==> src/rtl/req_ack_if.sv <==
// req_ack_if: request/done/error bundle shared by the requesters,
// the arbiter and the single req/ack responder.
interface req_ack_if #(
  parameter int N_REQ = 4
);
  localparam int W = $clog2(N_REQ);

  logic [N_REQ-1:0] req_i;
  logic [N_REQ-1:0] done_o;
  logic [N_REQ-1:0] err_o;
  logic             dut_req;
  logic             dut_ack;
  logic [W-1:0]     grant_id;
  logic             busy;

  modport master (
    input  req_i,
    input  dut_ack,
    output done_o,
    output err_o,
    output dut_req,
    output grant_id,
    output busy
  );

  modport slave (
    output req_i,
    output dut_ack,
    input  done_o,
    input  err_o,
    input  dut_req,
    input  grant_id,
    input  busy
  );
endinterface

==> src/rtl/req_ack_arbiter.sv <==
// req_ack_arbiter: round-robin sharing of one req/ack responder by N_REQ
// requesters; define REQ_ACK_TIMEOUT_EN to enable the ack watchdog.
module req_ack_arbiter #(
  parameter int N_REQ   = 4,
  parameter int MIN_GAP = 8,
  parameter int TIMEOUT = 15
) (
  input logic       clk,
  input logic       rst_n,
  req_ack_if.master bus
);

  localparam int W = $clog2(N_REQ);

  localparam logic [1:0] S_IDLE  = 2'd0;
  localparam logic [1:0] S_ISSUE = 2'd1;
  localparam logic [1:0] S_WAIT  = 2'd2;
  localparam logic [1:0] S_GAP   = 2'd3;

  if (N_REQ < 2 || N_REQ > 8 ||
      MIN_GAP < 2 || MIN_GAP > 31 ||
      TIMEOUT < 4 || TIMEOUT > 31 ||
      TIMEOUT < MIN_GAP) begin : g_bad_cfg
    $error("req_ack_arbiter: parameter out of range");
  end

  logic [1:0]       state_q;
  logic [1:0]       state_nx;
  logic [W-1:0]     grant_q;
  logic [W-1:0]     ptr_q;
  logic [W-1:0]     win;
  logic [W-1:0]     ptr_nx;
  logic [W:0]       sum;
  logic             win_vld;
  logic [4:0]       cnt_q;
  logic             armed_q;
  logic [N_REQ-1:0] done_q;
  logic             st_idle;
  logic             st_issue;
  logic             st_wait;
  logic             st_gap;
  logic             ack_ok;
  logic             gap_end;
  logic             tmo;
  logic             go;

  assign st_idle  = (state_q == S_IDLE);
  assign st_issue = (state_q == S_ISSUE);
  assign st_wait  = (state_q == S_WAIT);
  assign st_gap   = (state_q == S_GAP);

  assign ack_ok  = st_wait && bus.dut_ack;
  assign gap_end = st_gap && (cnt_q >= 5'(MIN_GAP - 1));

`ifdef REQ_ACK_TIMEOUT_EN
  assign tmo = st_wait && !bus.dut_ack &&
               (cnt_q >= 5'(TIMEOUT));
`else
  assign tmo = 1'b0;
`endif

  assign go = (state_nx == S_ISSUE);

  // Round-robin search starting at the slot after the last grant.
  always_comb begin
    win     = '0;
    win_vld = 1'b0;
    sum     = '0;
    for (int i = 0; i < N_REQ; i++) begin
      sum = {1'b0, ptr_q} + (W+1)'(i);
      if (sum >= (W+1)'(N_REQ))
        sum = sum - (W+1)'(N_REQ);
      if (!win_vld && bus.req_i[sum[W-1:0]]) begin
        win_vld = 1'b1;
        win     = sum[W-1:0];
      end
    end
    ptr_nx = (win == W'(N_REQ - 1)) ? '0 : win + W'(1);
  end

  // Next-state decode; GAP and timeout may chain straight into ISSUE.
  always_comb begin
    state_nx = state_q;
    unique case (1'b1)
      st_idle:
        if (armed_q && win_vld)
          state_nx = S_ISSUE;
      st_issue:
        state_nx = S_WAIT;
      st_wait:
        if (ack_ok)
          state_nx = S_GAP;
        else if (tmo)
          state_nx = win_vld ? S_ISSUE : S_IDLE;
      st_gap:
        if (gap_end)
          state_nx = win_vld ? S_ISSUE : S_IDLE;
      default:
        state_nx = S_IDLE;
    endcase
  end

  // State register plus a one-edge arming delay after reset release.
  always_ff @(posedge clk or negedge rst_n) begin
    if (!rst_n) begin
      state_q <= S_IDLE;
      armed_q <= 1'b0;
    end else begin
      state_q <= state_nx;
      armed_q <= 1'b1;
    end
  end

  // Cycles since issue; restarts on every issue and saturates at 31.
  always_ff @(posedge clk or negedge rst_n) begin
    if (!rst_n)
      cnt_q <= '0;
    else if (go)
      cnt_q <= '0;
    else if (cnt_q != 5'd31)
      cnt_q <= cnt_q + 5'd1;
  end

  // Latch the winner and advance the priority pointer on issue.
  always_ff @(posedge clk or negedge rst_n) begin
    if (!rst_n) begin
      grant_q <= '0;
      ptr_q   <= '0;
    end else if (go) begin
      grant_q <= win;
      ptr_q   <= ptr_nx;
    end
  end

  // One-cycle completion pulse for the owner of the accepted ack.
  always_ff @(posedge clk or negedge rst_n) begin
    if (!rst_n)
      done_q <= '0;
    else if (ack_ok)
      done_q <= N_REQ'(1) << grant_q;
    else
      done_q <= '0;
  end

`ifdef REQ_ACK_TIMEOUT_EN
  logic [N_REQ-1:0] err_q;

  // One-cycle timeout pulse for the owner of the stalled transaction.
  always_ff @(posedge clk or negedge rst_n) begin
    if (!rst_n)
      err_q <= '0;
    else if (tmo)
      err_q <= N_REQ'(1) << grant_q;
    else
      err_q <= '0;
  end

  assign bus.err_o = err_q;
`else
  assign bus.err_o = '0;
`endif

  assign bus.done_o   = done_q;
  assign bus.dut_req  = st_issue;
  assign bus.grant_id = grant_q;
  assign bus.busy     = !st_idle;

endmodule
==> src/flat_wrapper.sv <==
// flat-port wrapper written by rule: the top's interface ports become plain ports
module req_ack_arbiter_flat 
#(
  parameter int N_REQ   = 4,
  parameter int MIN_GAP = 8,
  parameter int TIMEOUT = 15
)
  (clk, rst_n, bus_req_i, bus_dut_ack, bus_done_o, bus_err_o, bus_dut_req, bus_grant_id, bus_busy);
  req_ack_if #(.N_REQ(N_REQ)) bus_i ();
  input logic clk;
  input logic rst_n;
  input wire logic [$bits(bus_i.req_i)-1:0] bus_req_i;
  input wire logic [$bits(bus_i.dut_ack)-1:0] bus_dut_ack;
  output wire logic [$bits(bus_i.done_o)-1:0] bus_done_o;
  output wire logic [$bits(bus_i.err_o)-1:0] bus_err_o;
  output wire logic [$bits(bus_i.dut_req)-1:0] bus_dut_req;
  output wire logic [$bits(bus_i.grant_id)-1:0] bus_grant_id;
  output wire logic [$bits(bus_i.busy)-1:0] bus_busy;
  assign bus_i.req_i = bus_req_i;
  assign bus_i.dut_ack = bus_dut_ack;
  assign bus_done_o = bus_i.done_o;
  assign bus_err_o = bus_i.err_o;
  assign bus_dut_req = bus_i.dut_req;
  assign bus_grant_id = bus_i.grant_id;
  assign bus_busy = bus_i.busy;
  req_ack_arbiter #(.N_REQ(N_REQ), .MIN_GAP(MIN_GAP), .TIMEOUT(TIMEOUT)) u_core (.clk(clk), .rst_n(rst_n), .bus(bus_i));
endmodule
==> config.mk <==
export PLATFORM = sky130hd
export DESIGN_NAME = req_ack_arbiter_flat
export DESIGN_NICKNAME = d
export VERILOG_FILES = /design/src/rtl/req_ack_if.sv /design/src/rtl/req_ack_arbiter.sv /design/src/flat_wrapper.sv
export SDC_FILE = /design/constraint.sdc
export NUM_CORES = 1
export LEC_CHECK = 0
export ABC_AREA = 0
export ABC_CLOCK_PERIOD_IN_PS = 1900
export CAP_MARGIN = 20
export CORE_UTILIZATION = 44
export CTS_CLUSTER_DIAMETER = 60
export CTS_CLUSTER_SIZE = 8
export DETAILED_ROUTE_END_ITERATION = 8
export GPL_TIMING_DRIVEN = 1
export PLACE_DENSITY = 0.85
export SLEW_MARGIN = 20
export SYNTH_ARGS = -nofsm -noshare
export SYNTH_HDL_FRONTEND = slang
export SYNTH_SLANG_ARGS = --single-unit
==> constraint.sdc <==
create_clock -name clk -period 1.9 [get_ports clk]
set_input_delay 0.38 -clock clk [delete_from_list [all_inputs] [get_ports clk]]
set_output_delay 0.38 -clock clk [all_outputs]
set_load 0.005 [all_outputs]
==> insert_results.sql <==
INSERT INTO impl_metrics (metric_group, metric, value, unit) VALUES
('setup_path', 'critPathArrivalTime', '1.48', 'ns'),
('power_and_ir_drop', 'cellInternalPower', '1.038', 'mW'),
('cells_and_area', 'flow.area_growth_from_synthesis', '27.47', '%'),
('job', 'cap_viol_max_count', '0', ''),
('routing', 'detail_route.iter0.violations', '11', ''),
('sta', 'achievable-frequency', '536.2', 'MHz'),
('floorplan', 'initial_core_util', '0.4931', ''),
('sta', 'finalMaxSlewViolations', '0', ''),
('clock_network', 'clk_latency', '0.28', 'ns'),
('setup_path', 'critical_path.cell_chain', 'nor2b_1 > clkdlybuf4s50_1', ''),
('clock_network', 'cts.root.buffer_cell', 'sky130_fd_sc_hd__clkbuf_4', ''),
('place', 'dpl.cell_count', '131', ''),
('place', 'io_buffer_count', '14', ''),
('setup_path', 'criticalPathCategory', 'register to output pin', ''),
('cells_and_area', 'final_layout_size_suffix_gt1_frac', '0.1964', ''),
('place', 'detailed_place_hpwl', '1.338', 'mm'),
('power_and_ir_drop', 'switchingPower', '597.9', 'uW'),
('routing', 'drt-pass1-iter-count', '4', ''),
('setup_path', 'timing.critical_path.from', 'u_core.state_q[0]$_DFF_PN0_', ''),
('power_and_ir_drop', 'power_per_cell_area', '1445', 'nW/um2'),
('power_and_ir_drop', 'irDropWorstVdd', '707.4', 'uV'),
('sta', 'fin_skew', '0.005672', 'ns'),
('cells_and_area', 'number_of_nets_in_the_layout', '122', ''),
('clock_network', 'tritoncts.num_buffers', '3', ''),
('power_and_ir_drop', 'power_frac_comb', '0.488', ''),
('setup_path', 'slowest_delay', '0.53', 'ns'),
('cells_and_area', 'finalInstanceArea', '1132', 'um2'),
('sta', 'setup_tns', '0', 'ns'),
('cells_and_area', 'post_layout_nonfiller_instances', '137', ''),
('power_and_ir_drop', 'switching_portion_of_total_power', '0.3654', ''),
('cells_and_area', 'num_antenna_cells', '0', ''),
('global_route', 'global_route.overflow_total', '0', ''),
('synthesis', 'yosysSeqAreaShare', '0.4507', ''),
('setup_path', 'worstPathMaxFanout', '6', ''),
('floorplan', 'floorplan.die_area', '2203', 'um2'),
('cells_and_area', 'finish.utilization', '0.6285', ''),
('floorplan', 'core_area', '1802', 'um2'),
('sta', 'finalWorstPathRequiredPeriod', '1.865', 'ns'),
('global_route', 'grt_use_total', '0.1952', ''),
('routing', 'detailed_route_wl', '1.802', 'mm'),
('sta', 'setup_violations', '0', ''),
('routing', 'drt.antenna.violating_nets', '0', ''),
('setup_path', 'setup.worst_path.start_class', 'register', ''),
('setup_path', 'critPathSlowestCell', 'sky130_fd_sc_hd__clkdlybuf4s50_1', ''),
('global_route', 'global_route_wire_length_before_repair', '2.808', 'mm'),
('hold_path', 'hp-class', 'input port to async pin', ''),
('clock_network', 'cts_tree', 'yes', ''),
('cells_and_area', 'fill_cells', '146', ''),
('floorplan', 'die_height', '46.94', 'um'),
('power_and_ir_drop', 'power.static_leakage', '0.5277', 'nW'),
('routing', 'drt-wirelength-per-cell', '13.15', 'um'),
('power_and_ir_drop', 'power.clock.fraction', '0.134', ''),
('synthesis', 'synth.ff_latch_count', '16', ''),
('clock_network', 'clkSlewWorstSetupHoldPaths', '0.09', 'ns'),
('floorplan', 'die_width', '46.94', 'um'),
('synthesis', 'synth_cell_types', '31', ''),
('floorplan', 'core.rowCount', '15', ''),
('synthesis', 'ys.warnings.count', '0', ''),
('sta', 'final_hold_viol_count', '0', ''),
('floorplan', 'boundaryPins', '19', ''),
('power_and_ir_drop', 'share_seq_of_total_power', '0.378', ''),
('setup_path', 'cp.required', '1.52', 'ns'),
('clock_network', 'clock_path_buffers', '2', ''),
('routing', 'drt_drc_violations_left', '0', ''),
('global_route', 'number_of_antenna_violations_at_the_first_check_in_global_routing', '0', ''),
('routing', 'vias_per_cell', '5.088', ''),
('sta', 'finalCritPeriodShare', '0.9815', ''),
('clock_network', 'clock_sinks', '16', ''),
('global_route', 'vias_in_the_first_global_route', '688', ''),
('setup_path', 'worst_setup_path_end_kind', 'output pin', ''),
('run_status', 'outcome', 'complete, no violations', ''),
('place', 'placed_area', '1079', 'um2'),
('synthesis', 'synthesized_instance_count', '87', ''),
('synthesis', 'synthesized_area', '888.4', 'um2'),
('setup_path', 'worst_path_dominant_cell_family', 'buffers and inverters', ''),
('setup_path', 'critical_path.reg2reg.startpoint', 'u_core.cnt_q[0]$_DFFE_PN0P_', ''),
('clock_network', 'post_cts_hold_buffer_count', '0', ''),
('routing', 'route.vias.total', '697', ''),
('clock_network', 'cts_max_level', '1', ''),
('synthesis', 'avgSynthCellArea', '10.21', 'um2'),
('setup_path', 'critical_path_buf_inv_count', '1', ''),
('place', 'place_congestion', '0.7538', ''),
('global_route', 'grt_start_max_net_pins', '17', '');
-- registers in the layout (all words and copies together) (netlist names), named ones only --
register             count
u_core.armed_q           1
u_core.cnt_q             5
u_core.state_q           2
u_core.ptr_q             1
u_core.bus.done_o        4
u_core.bus.grant_id      2
-- synthesized netlist by cell type --
| cell | count | area (um2) |
|---|---|---|
| sky130_fd_sc_hd__o21ai_0 | 3 | 15.01 |
| sky130_fd_sc_hd__buf_4 | 4 | 30.03 |
| sky130_fd_sc_hd__nand2b_1 | 1 | 6.260 |
| sky130_fd_sc_hd__nand4b_1 | 1 | 8.760 |
| sky130_fd_sc_hd__xnor2_1 | 1 | 8.760 |
| sky130_fd_sc_hd__nor2_1 | 12 | 45.04 |
| sky130_fd_sc_hd__nor3_1 | 4 | 20.02 |
| sky130_fd_sc_hd__ha_1 | 2 | 25.02 |
| sky130_fd_sc_hd__o22ai_1 | 1 | 6.260 |
| sky130_fd_sc_hd__and3_1 | 1 | 6.260 |
| sky130_fd_sc_hd__nand2_1 | 3 | 11.26 |
| sky130_fd_sc_hd__o21a_1 | 1 | 7.510 |
| sky130_fd_sc_hd__a211oi_2 | 1 | 12.51 |
| sky130_fd_sc_hd__o21ai_1 | 1 | 5.000 |
| sky130_fd_sc_hd__dfrtp_1 | 16 | 400.4 |
| sky130_fd_sc_hd__nand3b_1 | 1 | 7.510 |
| sky130_fd_sc_hd__nor2b_4 | 1 | 13.76 |
| sky130_fd_sc_hd__o221ai_1 | 1 | 8.760 |
| sky130_fd_sc_hd__a21o_1 | 2 | 15.01 |
| sky130_fd_sc_hd__nor4_2 | 1 | 12.51 |
| sky130_fd_sc_hd__maj3_1 | 1 | 10.01 |
| sky130_fd_sc_hd__nor2b_1 | 4 | 25.02 |
| sky130_fd_sc_hd__buf_6 | 2 | 22.52 |
| sky130_fd_sc_hd__a21oi_1 | 4 | 20.02 |
| sky130_fd_sc_hd__xor2_1 | 3 | 26.28 |
| sky130_fd_sc_hd__a221oi_2 | 1 | 15.01 |
| sky130_fd_sc_hd__mux2i_1 | 2 | 20.02 |
| sky130_fd_sc_hd__conb_1 | 2 | 7.510 |
| sky130_fd_sc_hd__inv_1 | 6 | 22.52 |
| sky130_fd_sc_hd__mux2_4 | 3 | 45.04 |
| sky130_fd_sc_hd__a311oi_1 | 1 | 8.760 |
-- cell usage in the layout (no fill, tap or decap), types with 3 or more instances in the layout --
cell / count
sky130_fd_sc_hd__clkdlybuf4s50_1: 14
sky130_fd_sc_hd__buf_4: 10
sky130_fd_sc_hd__nand2_1: 3
sky130_fd_sc_hd__mux2_4: 3
sky130_fd_sc_hd__dfrtp_1: 16
sky130_fd_sc_hd__xor2_1: 3
sky130_fd_sc_hd__conb_1: 5
sky130_fd_sc_hd__nor2b_1: 4
sky130_fd_sc_hd__inv_1: 6
sky130_fd_sc_hd__a21oi_1: 4
sky130_fd_sc_hd__clkbuf_4: 3
sky130_fd_sc_hd__nor3_1: 4
sky130_fd_sc_hd__o21ai_0: 3
sky130_fd_sc_hd__nor2_1: 11
-- worst register-to-register path: stages, from the launching register on --
cell and delay (ns):
sky130_fd_sc_hd__dfrtp_1 0.41, sky130_fd_sc_hd__ha_1 0.23, sky130_fd_sc_hd__a21o_1 0.18, sky130_fd_sc_hd__a211oi_2 0.25, sky130_fd_sc_hd__o21ai_1 0.13, sky130_fd_sc_hd__nor2b_4 0.19, sky130_fd_sc_hd__mux2_4 0.32
-- layer usage --
metal,vias up,track usage,routed length (um)
li1,337,-,-
met1,339,0.1976,773
met2,19,0.3333,920
met3,2,0.08846,80
met4,0,0.1086,27
met5,-,0,0
-- power groups by stage --
stage	clock, mW	sequential [mW]	combinational, mW
floorplan	0	0.577	0.566
global placement	0	0.603	0.704
detailed placement	0	0.613	0.757
CTS	0.228	0.611	0.757
global route	0.245	0.637	0.881
finish	0.219	0.618	0.799
-- final cells by class --
type	count	area [um2]	share of cell area
clock buffers	4	36.28	0.03204
inverters	6	22.52	0.01989
multi-input cells	62	426.7	0.3768
flip-flops and latches	16	400.4	0.3536
well taps	25	31.28	0.02762
repair buffers	24	215.2	0.1901
-- logic make-up (layout without fill, tap and decap cells) --
kind of cell / count (synthesis) / in the layout / share of synthesized area
other: 2 / 5 / 0.008454
adders and majority gates: 3 / 3 / 0.03943
xor gates and xnor gates: 4 / 4 / 0.03944
AOI/OAI and AO/OA: 16 / 16 / 0.1282
muxes: 5 / 5 / 0.07324
DFF: 16 / 16 / 0.4507
and+or+nand+nor: 29 / 29 / 0.1761
buffers and inverters: 12 / 34 / 0.08450
-- worst paths after layout --
path | endpoint | slack, ns | depth (start not counted)
worst min-delay path | u_core.bus.done_o[1]$_DFF_PN0_ | 0.41 | 2
worst min register to register | u_core.bus.done_o[1]$_DFF_PN0_ | 0.52 | 1
min in group clk | u_core.bus.done_o[1]$_DFF_PN0_ | 0.52 | 1
max in group asynchronous | u_core.armed_q$_DFF_PN0_ | 1.32 | 2
worst max register to register | u_core.bus.grant_id[1]$_DFFE_PN0N_ | 0.08 | 6
worst max-delay path | bus_dut_req | 0.04 | 2
-- metrics by stage --
step / hold WS, ns / power [mW] / worst slack (ns)
global route: 0.4266 / 1.763 / -0.02240
floorplan: 0.08441 / 1.142 / 0.09364
detailed placement: 0.5068 / 1.370 / -0.08823
global placement: 0.5051 / 1.307 / -0.01106
CTS: 0.4080 / 1.596 / 0.04547
finish: 0.4060 / 1.636 / 0.03511
-- repair_timing --
| action | in CTS | in global routing |
|---|---|---|
| setup endpoints to repair | 0 | 4 |
| gates resized for setup | 0 | 1 |
| buffers inserted | 0 | 2 |
(Power assumes the default switching activity.)
